## src/rtl/smul_arb_pkg.sv

```systemverilog
// Shared widths and arithmetic helpers for the smul request arbiter.
// Contents: AIN_W/BIN_W/POUT_W/PROD_W, smul() (12b signed x 7b unsigned -> 9b), round_sat8().
// No state; both helpers are pure combinational functions.
package smul_arb_pkg;

  localparam int AIN_W  = 12;
  localparam int BIN_W  = 7;
  localparam int POUT_W = 9;
  localparam int PROD_W = AIN_W + BIN_W + 1;
  localparam int SHIFT  = 9;

  // Bits [17:9] of the full signed product. The multiplier gets a zero MSB so
  // it is treated as a non-negative value in a signed multiply.
  function automatic logic [POUT_W-1:0] smul(input logic [AIN_W-1:0] a,
                                             input logic [BIN_W-1:0] b);
    logic signed [PROD_W-1:0] sa;
    logic signed [PROD_W-1:0] sb;
    logic signed [PROD_W-1:0] p;
    sa = PROD_W'($signed(a));
    sb = PROD_W'({1'b0, b});
    p  = sa * sb;
    return POUT_W'(p >>> SHIFT);
  endfunction

  // Drop the LSB with round-half-up, then clamp to [-128,127]. Only the
  // upward direction can overflow (127 + 1), so only that side is clamped.
  // The 9b result is the 8b value sign-extended.
  function automatic logic [POUT_W-1:0] round_sat8(input logic [POUT_W-1:0] pout);
    logic signed [POUT_W-1:0] s;
    s = $signed({pout[8], pout[8:1]}) + $signed({8'd0, pout[0]});
    if (s > 9'sd127) s = 9'sd127;
    return s;
  endfunction

endpackage

```

## src/rtl/smul_arbiter_rr_arbiter.sv

```systemverilog
// Round-robin grant picker for the smul arbiter; owns the rotating pointer.
// Ports: req (valid vector), advance (grant is taken this cycle) -> gnt (one-hot), gnt_id.
// Latency: grant is combinational; pointer moves to gnt_id+1 only when advance and a request exists.
module rr_arbiter #(
  parameter int NREQ = 4,
  parameter int IDW  = 2
) (
  input  logic            clk,
  input  logic            rst_n,
  input  logic [NREQ-1:0] req,
  input  logic            advance,
  output logic [NREQ-1:0] gnt,
  output logic [IDW-1:0]  gnt_id
);

  logic [IDW-1:0] ptr;
  logic           found;

  // Scan from ptr upward with wrap; the first requester seen wins.
  always_comb begin
    int             sum;
    logic [IDW-1:0] idx;
    gnt    = '0;
    gnt_id = '0;
    found  = 1'b0;
    sum    = 0;
    idx    = '0;
    for (int k = 0; k < NREQ; k++) begin
      sum = int'(ptr) + k;
      if (sum >= NREQ) sum = sum - NREQ;
      idx = IDW'(sum);
      if (!found && req[idx]) begin
        found    = 1'b1;
        gnt[idx] = 1'b1;
        gnt_id   = idx;
      end
    end
  end

  always_ff @(posedge clk) begin
    if (!rst_n) begin
      ptr <= '0;
    end else if (advance && found) begin
      ptr <= (gnt_id == IDW'(NREQ - 1)) ? '0 : gnt_id + IDW'(1);
    end
  end

endmodule

```

## src/rtl/smul_arbiter.sv

```systemverilog
// Shares one 12b-signed x 7b-unsigned -> 9b multiplier among NREQ round-robin requesters.
// Latency 2 cycles from request handshake to res_valid; 1 product/cycle at full rate.
// Backpressure: result held while res_valid&!res_ready; operand stage then holds and req_ready drops to 0.
// Ports: clk, rst_n (sync, active-low); req_valid/req_ready/req_ain/req_bin per requester;
//        res_valid/res_ready/res_id/res_data result port; busy = any stage occupied.
// Build option: SMUL_ROUND_EN rounds and saturates the product to 8b (sign-extended to 9b).
module smul_arbiter
  import smul_arb_pkg::*;
#(
  parameter int NREQ = 4,
  parameter int IDW  = 2
) (
  input  logic                  clk,
  input  logic                  rst_n,
  input  logic [NREQ-1:0]       req_valid,
  output logic [NREQ-1:0]       req_ready,
  input  logic [NREQ*AIN_W-1:0] req_ain,
  input  logic [NREQ*BIN_W-1:0] req_bin,
  output logic                  res_valid,
  input  logic                  res_ready,
  output logic [IDW-1:0]        res_id,
  output logic [POUT_W-1:0]     res_data,
  output logic                  busy
);

  logic [NREQ-1:0]   gnt;
  logic [IDW-1:0]    gnt_id;
  logic              accept;
  logic              res_load;

  logic              op_vld;
  logic [AIN_W-1:0]  op_ain;
  logic [BIN_W-1:0]  op_bin;
  logic [IDW-1:0]    op_id;

  logic [AIN_W-1:0]  mux_ain;
  logic [BIN_W-1:0]  mux_bin;
  logic [POUT_W-1:0] pout;
  logic [POUT_W-1:0] res_next;

  // Result register takes the operand stage whenever it is empty or draining.
  assign res_load = op_vld & (~res_valid | res_ready);
  // Operand stage can take a new request when empty or emptying this cycle.
  assign accept   = ~op_vld | res_load;

  assign req_ready = accept ? gnt : '0;
  assign busy      = op_vld | res_valid;

  rr_arbiter #(
    .NREQ (NREQ),
    .IDW  (IDW)
  ) u_arb (
    .clk     (clk),
    .rst_n   (rst_n),
    .req     (req_valid),
    .advance (accept),
    .gnt     (gnt),
    .gnt_id  (gnt_id)
  );

  // One-hot AND-OR mux; gnt has at most one bit set.
  always_comb begin
    mux_ain = '0;
    mux_bin = '0;
    for (int i = 0; i < NREQ; i++) begin
      if (gnt[i]) begin
        mux_ain = req_ain[AIN_W*i +: AIN_W];
        mux_bin = req_bin[BIN_W*i +: BIN_W];
      end
    end
  end

  always_ff @(posedge clk) begin
    if (!rst_n) begin
      op_vld <= 1'b0;
      op_ain <= '0;
      op_bin <= '0;
      op_id  <= '0;
    end else if (accept) begin
      op_vld <= |gnt;
      if (|gnt) begin
        op_ain <= mux_ain;
        op_bin <= mux_bin;
        op_id  <= gnt_id;
      end
    end
  end

  assign pout = smul(op_ain, op_bin);

`ifdef SMUL_ROUND_EN
  assign res_next = round_sat8(pout);
`else
  assign res_next = pout;
`endif

  always_ff @(posedge clk) begin
    if (!rst_n) begin
      res_valid <= 1'b0;
      res_id    <= '0;
      res_data  <= '0;
    end else if (res_load) begin
      res_valid <= 1'b1;
      res_id    <= op_id;
      res_data  <= res_next;
    end else if (res_ready) begin
      res_valid <= 1'b0;
    end
  end

endmodule

```

## config.mk

```make
export PLATFORM = sky130hd
export DESIGN_NAME = smul_arbiter
export DESIGN_NICKNAME = d
export VERILOG_FILES = /design/src/rtl/smul_arb_pkg.sv /design/src/rtl/smul_arbiter_rr_arbiter.sv /design/src/rtl/smul_arbiter.sv
export SDC_FILE = /design/constraint.sdc
export NUM_CORES = 1
export LEC_CHECK = 0
export CAP_MARGIN = 20
export CORE_MARGIN = 4
export CORE_UTILIZATION = 45
export CTS_CLUSTER_DIAMETER = 100
export DETAILED_ROUTE_END_ITERATION = 10
export PLACE_DENSITY = 0.71
export REMOVE_ABC_BUFFERS = 1
export SKIP_LAST_GASP = 1
export SLEW_MARGIN = 15
export SYNTH_ARGS = -nofsm -noshare
export SYNTH_HDL_FRONTEND = slang
export SYNTH_SLANG_ARGS = --single-unit
```

## constraint.sdc

```tcl
create_clock -name clk -period 5.1 [get_ports clk]
set_clock_uncertainty 0.15 [all_clocks]
set_input_delay 1.02 -clock clk [delete_from_list [all_inputs] [get_ports clk]]
set_output_delay 1.02 -clock clk [all_outputs]
set_load 0.05 [all_outputs]
```

After elaboration in Yosys (flattened, before gate mapping) --
Cells that the tools add are included. W data, S select, Z words.
Storage, ports and cells: register bits 36, input bits 83, output and inout port bits 17, word-level logic and storage cells 97
Operators by class: $add $sub $neg 8, multiply operators 1, magnitude comparators 12, equality and inequality tests 1, multiplexer cells 44, bitwise gates (word level) 9, reduce and logical (&&, ||, !) cells 14
Operator list (number):
- $mux W12 | 4
- $mux W7 | 4
- $mux W4 | 5
- $mul A12 B8 Y18 | 1
- $mux W2 | 9
- $mux W1 | 14
- $lt A2 B3 Y1 const B | 4
- $or A4 B4 Y4 | 3
- $ge A3 B3 Y1 const B | 3
- $bmux W1 S2 | 4
- $demux W1 S2 | 4
- $ge A2 B1 Y1 const B | 4
- $logic_and A1 B1 Y1 | 8
- $sub A2 B1 Y2 const B | 4
- $add A2 B2 Y3 const B | 2
- $reduce_or A4 Y1 | 1
- $add A2 B1 Y3 const B | 1
- $ge A2 B3 Y1 const B | 1
- $logic_not A1 Y1 | 3
- $or A1 B1 Y1 | 3
- $add A2 B1 Y2 const B | 1
- $eq A2 B2 Y1 const B | 1
- $not A1 Y1 | 2
- $reduce_and A2 Y1 | 1
- 2 further kinds | 2

Longest topological paths before layout --
Gate-level depths: netlist (run 1).
depth after elaboration 18, gate-level depth with buffers 18, gate-level depth less buffers 17

Hierarchy --
A second synthesis (run 1) with hierarchy kept.
Unflattened totals: cell total of the unflattened synthesis 596, area total of the unflattened synthesis 5148.7 sq um
Modules (own cells, without submodules):
- smul_arbiter | instances 1, cells an instance 521, area each 4518.1 sq um, seq. area each 680.7 sq um
- rr_arbiter | instances 1, cells an instance 75, area each 630.6 sq um, seq. area each 40.0 sq um

Least setup slack after synthesis (run 1) --
OpenSTA, ideal clock, no wires.
path kind register -> register, start point register op_bin[4], end point register res_data[8], arrival time 4.319 ns, required time 4.826 ns, setup slack 0.507 ns, cell stages (with the launch flop) 18, buffers on the path 1, period minus slack after synthesis 4.593 ns, cells stage by stage dfxtp_1 > clkbuf_1 > nand2_1 > fa_1 > inv_1 > fa_1 > fa_1 > inv_1 > fa_1 > inv_1 > ha_1 > a21o_1 > a21oi_1 > a2bb2oi_1 > a31oi_1 > a21oi_1 > mux2i_1 > o22ai_1
Between the ends: cells in the longest elaborated chain, start to end 1
Ends and longest elaborated chain:
- start, declared | line smul_arbiter.sv:33 | logic [BIN_W-1:0] op_bin;
- start signal, assigned | line smul_arbiter.sv:83 | op_bin <= mux_bin;
- $mul A12 B8 Y18 | line smul_arb_pkg.sv:21 | p = sa * sb;
- end signal, assigned | line smul_arbiter.sv:105 | res_data <= res_next;
- end, declared | line smul_arbiter.sv:22 | output logic [POUT_W-1:0] res_data,
Every way passes these cells. A chain may end at the register's enable or synchronous reset.

Worst setup path after layout (run 1) --
start point register op_bin[2], end point register res_data[8]
Same word-level chain as after synthesis.

==> impl_metrics.ini, run 1 <==
[outcome]
status = finished clean

[clock_network]
cts_made_buffers = 5
worstSkewPairLatency_ns = 0.28
cts_root_buf = clkbuf_16
clkSinkCount = 36
path_clk_slew_ns = 0.06
cts_setup_buffers = 0
clockBufferDepth = 2
htree_levels = 2
cts_tree = done

[worst_hold_path]
worstHoldEndpoint = res_data[6]
min_path_type = reg -> reg
min_delay_path_depth = 2
hold_path_startpoint = res_data[6]

[detailed_routing]
dr.pass1.iters = 5
via_per_inst = 5.40
postRouteAntennaNets = 0
drc_errors = 0
wirelength_um = 12800
drtIter0Drc = 215
vias = 4515
wl_per_cell_um = 15.3

[timing]
holdWs_ns = 0.300
relSlewSlack_pct = 50.4
min_period_ns = 4.80
finalSetupViolCount = 0
hold_viol_final = 0
worst_slack_ns = 0.300
rsz0062_at_grt = false
worst_pin_slew_ns = 0.745
slew_viol_final = 0
period_share_pct = 94.1
max_freq_ghz = 0.208
fin_tns_setup_ns = 0

[placement]
gp_congestion = 0.835
dpl_cell_area_mm2 = 0.00616
dp_hpwl_um = 10300
io_buffers = 99
pre_cts_slack_ns = 0.270

[synth]
syn_inst = 614
synth_top_cell_area_share_pct = 23.7
ys.warnings.count = 0
synth-edff-count = 0
avgSynthCellArea_um2 = 8.25
synth.area.top_cells = fa_1 (24%), dfxtp_1 (14%), ha_1 (9.4%), and2_1 (8.2%), inv_1 (6.3%)
async_reset_ff_share_pct = 0
synthFlopType = dfxtp_1
ys_types = 48
ys_seq_area_share_pct = 14.2
syn-cell-area_mm2 = 0.00506
synth_top_area_cell = fa_1
ys_ff_latch = 36

[grt]
grt_pass1_vias = 4788
grt_max_degree = 42
grt_use_total_pct = 20.8
grt_pass1_wl_um = 22300
grt_antenna_before_repair = 0
grt_overflow_total = 0

[worst_setup_path]
cp_max_fo = 13
rrSetupSlack_ns = 0.30
reg2reg_depth = 16
required_ns = 5.11
cp-start-kind = register
r2r_start = op_bin[2]
crit_slowest_cell = dfxtp_1
r2r-end = res_data[8]
cp_slowest_stage_delay_ns = 0.58
path_cells = nand2_1 -> fa_1 -> inv_1 -> fa_1 -> fa_1 -> inv_1 -> fa_1 -> inv_1 -> ha_1 -> a21o_1 -> a21oi_1 -> a2bb2oi_1 -> a31oi_1 -> a21oi_1 -> mux2i_1 -> o22ai_1
path_common_cell = fa_1
path_class = reg -> reg
critPathArrivalTime_ns = 4.81
end_kind = register

[die]
dieArea_mm2 = 0.0130
rows = 38
chipHeight_um = 114
die_w_um = 114
fp.coreArea_mm2 = 0.0109
start_util_pct = 46.3
ioPinCount = 100

[pwr]
p_per_area_mw_per_mm2 = 569
p_leak_nw = 2.84
vdd_drop_max_v = 0.000944

[final_layout]
final_cell_mix = clkdlybuf4s50_1 (95), inv_1 (85), nand2_1 (76)
area_delta_synth_final_pct = 24.3
final_nets = 877
antennaDiodeCount = 0
design_area_mm2 = 0.00629
mostFrequentLayoutCell = clkdlybuf4s50_1
drive_above_1_share_pct = 4.74

[run]
maxCapViolCount = 0
## layer usage
layer	up-vias	global-route usage [%]	part of all wire, %
li1	2186	-	-
met1	2197	24.3	39
met2	106	39.3	55
met3	26	2.54	3.3
met4	0	6.73	2.8
met5	-	0	0
## final cells by class
| type | instances | area [um2] |
|---|---|---|
| Multi-Input combinational cell | 459 | 3850 |
| Timing Repair Buffer | 108 | 1090 |
| Fill cell | 996 | 4640 |
| Clock inverter | 1 | 5.00 |
| Inverter | 86 | 323 |
| Sequential cell | 36 | 723 |
| Tap cell | 140 | 175 |
| Clock buffer | 6 | 129 |
## worst max-delay path: cells and delay by family (launching register included)
kind,cells,cell delay [ns]
multiplexers,1,0.24
AO/OA/AOI/OAI,6,1.05
flip-flops,1,0.58
AND/OR/NAND/NOR,1,0.13
adder cells (fa/ha/maj),5,2.38
buffers and inverters,3,0.15
## worst max-delay path by stage
stage	end	startpoint	cells past startpoint
after floorplan	req_ready[2]	register	7
after global placement	res_data[8]	op_bin[4]	16
after detailed placement	res_data[8]	op_bin[3]	16
after CTS	res_data[8]	op_bin[3]	16
after global routing	res_data[8]	op_bin[2]	16
final	res_data[8]	op_bin[2]	16
## cells in the mapped netlist, types with 3 or more instances
master      n
a31oi_1    20
xnor2_1     9
xor2_1      6
a2bb2oi_1   3
inv_1      85
buf_2       6
ha_1       38
o21ai_1    11
mux4_2      4
o21ai_0    18
nand3_1    26
nor2b_1     8
and2_1     66
a21oi_1    22
buf_4       3
nand2_1    76
fa_1       60
nand2b_1    5
nor2_1     31
buf_6       4
a21o_1      3
a311o_1    19
clkbuf_1   20
dfxtp_1    36
## kinds of logic after synthesis
logic type      after synthesis  synth area share [%]
buf+inv                     119                  9.78
simple gates                223                  22.0
compound gates              116                  15.9
mux                           7                  2.40
flops                        36                  14.2
fa+ha+maj                    98                  33.1
xor+xnor                     15                  2.59
## stage by stage
stage,std cells,power [mW],util [%]
CTS,836,3.62,57.5
floorplan,581,2.52,-
detailed placement,829,3.31,56.3
global route,836,4.00,57.5
finish,836,3.58,57.5
global placement,829,3.23,56.3
## timing repair
action / CTS / global route
setup endpoints to repair: 0 / 2
hold buffers: 0 / 0
resized for setup: 0 / 2
## where the power goes
| part | internal, mW | total, mW | switching, mW |
|---|---|---|---|
| registers | 0.388 | 0.545 | 0.157 |
| clock network | 0.177 | 0.290 | 0.113 |
| logic | 1.14 | 2.74 | 1.61 |
| total | 1.70 | 3.58 | 1.88 |
## flip-flops by register name (all words and copies together) (netlist names), named ones only
register,flops
op_vld,1
op_ain,12
res_id,2
op_id,2
res_data,9
op_bin,7
res_valid,1
u_arb.ptr,1
Note: power is estimated with default switching activity, not from simulation.
==> run 2, diff against run 1 <==
CTS_CLUSTER_DIAMETER = 80   (was 100)
==> results of run 2 <==
The final DEF is identical to that of run 1; final timing and power are the same.
